[src/rtl/ps2_key_decoder_if.sv]
// PS/2 key decoder bus: receive-FIFO pop side plus decoded key event outputs.
interface ps2_key_decoder_if;
    logic       fifo_empty;
    logic [7:0] fifo_data;
    logic       fifo_rd;
    logic [7:0] key_code;
    logic       key_ext;
    logic       key_break;
    logic       key_valid;
    logic [7:0] key_held;
    logic       seq_err;

    modport slave (
        input  fifo_empty, fifo_data,
        output fifo_rd, key_code, key_ext, key_break, key_valid, key_held, seq_err
    );

    modport master (
        output fifo_empty, fifo_data,
        input  fifo_rd, key_code, key_ext, key_break, key_valid, key_held, seq_err
    );
endinterface

[src/rtl/ps2_key_decoder.sv]
// Set-2 scancode decoder: strips E0/F0 prefixes, swallows Pause, emits one
// make/break event per key and tracks the eight game keys as a held bitmap.
module ps2_key_decoder #(
    parameter int unsigned TIMEOUT_CYC     = 2500000,
    parameter bit          REPEAT_SUPPRESS = 1'b1
) (
    input logic              clk,
    input logic              rst,
    ps2_key_decoder_if.slave bus
);
    localparam int TW = (TIMEOUT_CYC > 2) ? $clog2(TIMEOUT_CYC) : 1;
    localparam logic [TW-1:0] TMO_LAST = TW'(TIMEOUT_CYC - 2);

    localparam logic [2:0] S_IDLE    = 3'd0;
    localparam logic [2:0] S_EXT     = 3'd1;
    localparam logic [2:0] S_BRK     = 3'd2;
    localparam logic [2:0] S_EXT_BRK = 3'd3;
    localparam logic [2:0] S_PAUSE   = 3'd4;

    localparam logic [0:0] P_FETCH = 1'b0;
    localparam logic [0:0] P_GAP   = 1'b1;

    logic [2:0]    state_q, state_d;
    logic [0:0]    pop_q, pop_d;
    logic [2:0]    skip_q, skip_d;
    logic [TW-1:0] tmo_q, tmo_d;
    logic [7:0]    code_q;
    logic          ext_q, brk_q, valid_q, err_q, err_d;
    logic [7:0]    held_q, held_d;

    logic       sample;
    logic [7:0] b;
    logic       is_prefix, ignorable;
    logic       emit, emit_ext, emit_brk, tmo_hit;
    logic       map_hit, suppress, fire;
    logic [2:0] map_idx;

    // Pop strobe is gated by reset so nothing leaves the FIFO while held in reset.
    assign sample = rst & (pop_q == P_FETCH) & ~bus.fifo_empty;
    assign pop_d  = sample ? P_GAP : P_FETCH;
    assign b      = bus.fifo_data;

    assign is_prefix = (b == 8'hE0) || (b == 8'hE1) || (b == 8'hF0);

    always_comb begin
        ignorable = 1'b0;
        case (b)
            8'hAA, 8'hFA, 8'hEE, 8'hFE, 8'h00, 8'hFF: ignorable = 1'b1;
            default: ignorable = 1'b0;
        endcase
    end

    always_comb begin
        state_d  = state_q;
        skip_d   = skip_q;
        tmo_d    = tmo_q;
        err_d    = 1'b0;
        emit     = 1'b0;
        emit_ext = 1'b0;
        emit_brk = 1'b0;
        tmo_hit  = 1'b0;
        if (sample) begin
            tmo_d = '0;
            case (state_q)
                S_IDLE: begin
                    if (b == 8'hE0)      state_d = S_EXT;
                    else if (b == 8'hF0) state_d = S_BRK;
                    else if (b == 8'hE1) begin
                        state_d = S_PAUSE;
                        skip_d  = 3'd7;
                    end else if (!ignorable) emit = 1'b1;
                end
                S_EXT: begin
                    state_d = S_IDLE;
                    if (b == 8'hF0)    state_d = S_EXT_BRK;
                    else if (is_prefix) err_d  = 1'b1;
                    else begin
                        emit     = 1'b1;
                        emit_ext = 1'b1;
                    end
                end
                S_BRK, S_EXT_BRK: begin
                    state_d = S_IDLE;
                    if (is_prefix) err_d = 1'b1;
                    else begin
                        emit     = 1'b1;
                        emit_brk = 1'b1;
                        emit_ext = (state_q == S_EXT_BRK);
                    end
                end
                S_PAUSE: begin
                    skip_d = skip_q - 3'd1;
                    if (skip_q <= 3'd1) state_d = S_IDLE;
                end
                default: state_d = S_IDLE;
            endcase
        end else if (state_q != S_IDLE) begin
            // A byte landing in the expiry cycle takes the sample branch instead.
            if (tmo_q == TMO_LAST) begin
                tmo_hit = 1'b1;
                state_d = S_IDLE;
                tmo_d   = '0;
            end else begin
                tmo_d = tmo_q + TW'(1);
            end
        end
    end

    always_comb begin
        map_hit = 1'b1;
        map_idx = 3'd0;
        case ({emit_ext, b})
            9'h16B:  map_idx = 3'd0;
            9'h174:  map_idx = 3'd1;
            9'h172:  map_idx = 3'd2;
            9'h175:  map_idx = 3'd3;
            9'h029:  map_idx = 3'd4;
            9'h05A:  map_idx = 3'd5;
            9'h076:  map_idx = 3'd6;
            9'h04D:  map_idx = 3'd7;
            default: map_hit = 1'b0;
        endcase
    end

    assign suppress = REPEAT_SUPPRESS && emit && !emit_brk && map_hit && held_q[map_idx];
    assign fire     = emit && !suppress;

    always_comb begin
        held_d = held_q;
        if (fire && map_hit) held_d[map_idx] = !emit_brk;
    end

    always_ff @(posedge clk or negedge rst) begin
        if (!rst) begin
            state_q <= S_IDLE;
            pop_q   <= P_FETCH;
            skip_q  <= '0;
            tmo_q   <= '0;
            code_q  <= '0;
            ext_q   <= 1'b0;
            brk_q   <= 1'b0;
            valid_q <= 1'b0;
            err_q   <= 1'b0;
            held_q  <= '0;
        end else begin
            state_q <= state_d;
            pop_q   <= pop_d;
            skip_q  <= skip_d;
            tmo_q   <= tmo_d;
            valid_q <= fire;
            err_q   <= err_d;
            held_q  <= held_d;
            if (fire) begin
                code_q <= b;
                ext_q  <= emit_ext;
                brk_q  <= emit_brk;
            end
        end
    end

    assign bus.fifo_rd   = sample;
    assign bus.key_code  = code_q;
    assign bus.key_ext   = ext_q;
    assign bus.key_break = brk_q;
    assign bus.key_valid = valid_q;
    assign bus.key_held  = held_q;
    assign bus.seq_err   = err_q | tmo_hit;
endmodule

[src/flat_wrapper.sv]
// flat-port wrapper written by rule: the top's interface ports become plain ports
module ps2_key_decoder_flat 
#(
    parameter int unsigned TIMEOUT_CYC     = 2500000,
    parameter bit          REPEAT_SUPPRESS = 1'b1
)
  (clk, rst, bus_fifo_empty, bus_fifo_data, bus_fifo_rd, bus_key_code, bus_key_ext, bus_key_break, bus_key_valid, bus_key_held, bus_seq_err);
  ps2_key_decoder_if bus_i ();
  input logic clk;
  input logic rst;
  input wire logic [$bits(bus_i.fifo_empty)-1:0] bus_fifo_empty;
  input wire logic [$bits(bus_i.fifo_data)-1:0] bus_fifo_data;
  output wire logic [$bits(bus_i.fifo_rd)-1:0] bus_fifo_rd;
  output wire logic [$bits(bus_i.key_code)-1:0] bus_key_code;
  output wire logic [$bits(bus_i.key_ext)-1:0] bus_key_ext;
  output wire logic [$bits(bus_i.key_break)-1:0] bus_key_break;
  output wire logic [$bits(bus_i.key_valid)-1:0] bus_key_valid;
  output wire logic [$bits(bus_i.key_held)-1:0] bus_key_held;
  output wire logic [$bits(bus_i.seq_err)-1:0] bus_seq_err;
  assign bus_i.fifo_empty = bus_fifo_empty;
  assign bus_i.fifo_data = bus_fifo_data;
  assign bus_fifo_rd = bus_i.fifo_rd;
  assign bus_key_code = bus_i.key_code;
  assign bus_key_ext = bus_i.key_ext;
  assign bus_key_break = bus_i.key_break;
  assign bus_key_valid = bus_i.key_valid;
  assign bus_key_held = bus_i.key_held;
  assign bus_seq_err = bus_i.seq_err;
  ps2_key_decoder #(.TIMEOUT_CYC(TIMEOUT_CYC), .REPEAT_SUPPRESS(REPEAT_SUPPRESS)) u_core (.clk(clk), .rst(rst), .bus(bus_i));
endmodule
[config.mk]
export PLATFORM = sky130hd
export DESIGN_NAME = ps2_key_decoder_flat
export DESIGN_NICKNAME = d
export VERILOG_FILES = /design/src/rtl/ps2_key_decoder_if.sv /design/src/rtl/ps2_key_decoder.sv /design/src/flat_wrapper.sv
export SDC_FILE = /design/constraint.sdc
export NUM_CORES = 1
export LEC_CHECK = 0
export ABC_AREA = 1
export CAP_MARGIN = 20
export CORE_MARGIN = 4
export CORE_UTILIZATION = 55
export DETAILED_ROUTE_END_ITERATION = 8
export MAX_ROUTING_LAYER = met4
export PLACE_DENSITY = 0.81
export SLEW_MARGIN = 30
export SYNTH_ARGS = -nofsm -noshare
export SYNTH_HDL_FRONTEND = slang
export SYNTH_SLANG_ARGS = --single-unit
[constraint.sdc]
create_clock -name clk -period 3.49 [get_ports clk]
set_input_delay 0.698 -clock clk [delete_from_list [all_inputs] [get_ports clk]]
set_output_delay 0.698 -clock clk [all_outputs]
set_load 0.01 [all_outputs]
==> results of run 1 <==
[metal layers]
layer / GRT usage / vias up / routed length (um)
li1: - / 1384 / -
met1: 0.280 / 1299 / 3030
met2: 0.356 / 112 / 3350
met3: 0.0327 / 11 / 426
met4: 0.0624 / 0 / 93
met5: - / - / 0
[layout make-up]
type / instances / share of cell area
timing repair buffer: 34 / 0.0918
inverter: 80 / 0.0841
sequential: 49 / 0.343
tap: 70 / 0.0245
clock buffer: 6 / 0.0203
multi-input combinational: 266 / 0.425
clock inverter: 2 / 0.0109
[power groups by stage]
| stage | Sequential (W) | Combinational (W) | Clock [W] |
|---|---|---|---|
| finish | 0.000633 | 0.000211 | 0.000411 |
| global route | 0.000638 | 0.000237 | 0.000438 |
| CTS | 0.000632 | 0.000211 | 0.000422 |
| detailed placement | 0.000643 | 0.000210 | 0 |
| global placement | 0.000642 | 0.000205 | 0 |
| floorplan | 0.000646 | 0.000111 | 0 |
[cells by family after synthesis]
family                     after synthesis  synth area share
AOI/OAI and AO/OA                       62             0.132
xor gates and xnor gates                 8            0.0228
adders and majority gates                4            0.0163
buffers and inverters                   84             0.109
DFF                                     49             0.398
and+or+nand+nor                        192             0.321
[worst min path at each step]
stage | end | depth (start not counted) | slack, ns | from
finish | u_core.pop_q$_DFF_PN0_ | 1 | 0.22 | rst
global route | u_core.skip_q[2]$_DFFE_PN0P_ | 1 | 0.22 | rst
CTS | u_core.state_q[2]$_DFFE_PN0P_ | 1 | 0.22 | rst
detailed placement | u_core.bus.key_code[3]$_DFFE_PN0P_ | 2 | 0.48 | u_core.bus.key_code[3]$_DFFE_PN0P_
global placement | u_core.bus.key_code[2]$_DFFE_PN0P_ | 2 | 0.48 | u_core.bus.key_code[2]$_DFFE_PN0P_
floorplan | u_core.bus.key_break$_DFFE_PN0P_ | 0 | 0.40 | rst
[synthesized netlist by cell type, types with 2 or more instances]
cell,count,area [um^2]
a211oi_1,2,15.0
a21oi_1,19,95.1
a22oi_1,2,15.0
dfrtp_1,49,1230
ha_1,4,50.1
inv_1,70,263
inv_2,10,37.5
nand2_1,64,240
nand2_2,8,50.1
nand3_1,19,95.1
nand3_4,4,70.1
nand4_1,25,156
nor2_1,45,169
nor2_2,3,18.8
nor2_4,2,22.5
nor3_1,9,45.0
nor4_1,6,37.5
o21ai_0,12,60.1
o21ai_1,2,10.0
o21ai_2,11,96.3
o22ai_1,5,31.3
xor2_1,7,61.3
[sequential cells by signal, indices dropped and copies added, names as in the netlist]
name	flops
u_core.state_q	3
u_core.err_q	1
u_core.bus.key_held	8
u_core.bus.key_valid	1
u_core.bus.key_break	1
u_core.bus.key_code	8
u_core.tmo_q	22
u_core.skip_q	3
u_core.pop_q	1
u_core.bus.key_ext	1
[worst max-delay path, stage by stage]
cell,delay (ns)
clkdlybuf4s50_1,0.46
inv_1,0.06
nand3_1,0.11
inv_1,0.14
o31ai_1,0.29
clkdlybuf4s50_1,0.59
[through the flow]
| stage | power, W | utilization | cells | setup WS (ns) |
|---|---|---|---|---|
| after CTS | 0.00127 | 0.677 | 507 | 0.449 |
| after floorplan | 0.000756 | - | 399 | 1.19 |
| final | 0.00125 | 0.677 | 507 | 0.442 |
| after global placement | 0.000847 | 0.656 | 499 | 0.437 |
| after detailed placement | 0.000853 | 0.656 | 499 | 0.399 |
| after global routing | 0.00131 | 0.677 | 507 | 0.398 |
==> results.md, run 1 <==
* Port buffer count at 31
* Relative slew slack at 0.628
* Root Driver: clkbuf_8
* Die width at just over 80 um
* Switching share of power at 0.281
* Sequential-to-total area share from yosys stat at 0.398
* Final WL at 6900 um
* Multi-input logic area at 0.00152 mm^2
* Critical path origin: bus_fifo_empty
* Max-cap violation count at 0
* Max Freq at 328 MHz
* Fin Setup TNS at 0 ns
* Max clock buf depth at 2
* Comb power frac at 0.168
* Post-synth cell types at 43
* Yosys reg bits at 49
* GRT Residual Overflow at 0
* # IOs at 32
* Clock Sinks at 49
* Core area at approximately 0.0053 mm^2
* WP data required at between 2 and 3 ns
* Detailed Place HPWL at 5190 um
* Startpoint Class: input port
* Worst path arrival time at 2.35 ns
* Commonest non-fill, non-tap cell in the layout: inv_1
* Inserted Diodes at 0
* Cells after Synth at 399
* Sequential power share at 0.504
* Endpoints failing setup at 0
* # hold bufs at CTS at 0
* Synth Cell Area at 0.00308 mm^2
* Antenna Violating Nets Remaining at 0
* RSZ-0062 raised after global routing: no
* Period utilization at 0.873
* First-pass GRT wire length at ~12,000 um
* Area grow syn2layout at 15.9%
* Most frequent cells in the layout: 70 x inv_1, 64 x nand2_1, 49 x dfrtp_1, 45 x nor2_1, 30 x clkdlybuf4s50_1
* Synth warnings at 0
* Top_reg_cell synth: dfrtp_1
* Async set-reset flop share out of synthesis at 1.00
* Post-CTS setup buffer count at 0
* Overall Global Routing Usage at 0.217
* Cell area power density at 351 mW/mm^2
* Via density at 5.53
* Clock share of power at 0.327
* DRT Pass-1 Iters at 6
* Vias in the first global route at 2,763
* Maximum vdd drop at 227 uV
* End of the worst register-to-register path: u_core.tmo_q[11]$_DFFE_PN0P_
* Setup CP Type: in2out
* Pin count of the biggest net entering global routing at 45
* Via count at 2,806
* Outcome: finished, final reports clean
* R2r worst-path depth at 9
* Post-route cell area at 0.00357 mm^2
* Row cnt at 26
* Worst setup EP type: output pin
* Post-Syn Nets at 414
* DRT iter0 DRCs at 191
* Ratio of cells with drive above 1 in the final layout at 0.128
* Clock buffer count from CTS at 5
* Internal power at 0.000902 W
* Reg2reg start: u_core.state_q[1]$_DFFE_PN0P_
* DP Area at 0.00346 mm^2
* Remaining DRCs at 0
* Switching power at 0.000352 W
* Count of final hold-check violations at 0
* Worst-Margin Slew at 0.559 ns
* Number of flops mapped to enable cells by yosys at 0
* Hold Crit Class: in2async
* CTS tree: built
* Tmin final at 3.05 ns
* Initial antenna violation count at 0
* Post-CTS Resized at 0
* Nets at 451
* Critical Path End: bus_seq_err
* Avg WL per Cell at 13.6 um
* Flop-to-flop setup slack at 1.09 ns
* Placer's final routability congestion estimate at around 0.99
* Fin Hold WS at 0.217 ns
* Count of final max-slew check failures at 0
* Clk slew on worst S/H paths at around 0.090 ns
* Skew-Pair Late Insertion Delay at between 0.3 and 0.4 ns
* Avg Cell Area, Syn at 7.72 um^2
* Register area at 0.00123 mm^2
* Effective utilization at floorplan at 0.584
* LEAKAGE at 1.70 nW
* Clock Skews at 0.0105 ns
* Die Ht at 82.8 um
* Worst-path fanout max at 6
* Fillcell total at 484
* Max H-tree Level at 2
* Die area at around 0.0069 mm^2
No activity file was read; power rests on OpenSTA's default activity.
==> run 2: changes to the inputs <==
--- a/config.mk
+++ b/config.mk
@@ -10,6 +10,7 @@
 export CORE_MARGIN = 4
 export CORE_UTILIZATION = 55
 export DETAILED_ROUTE_END_ITERATION = 8
+export GPL_ROUTABILITY_DRIVEN = 0
 export MAX_ROUTING_LAYER = met4
 export PLACE_DENSITY = 0.81
 export SLEW_MARGIN = 30
==> results of run 2 <==
Same layout as run 1: the final DEF is identical, and so are final timing and power.
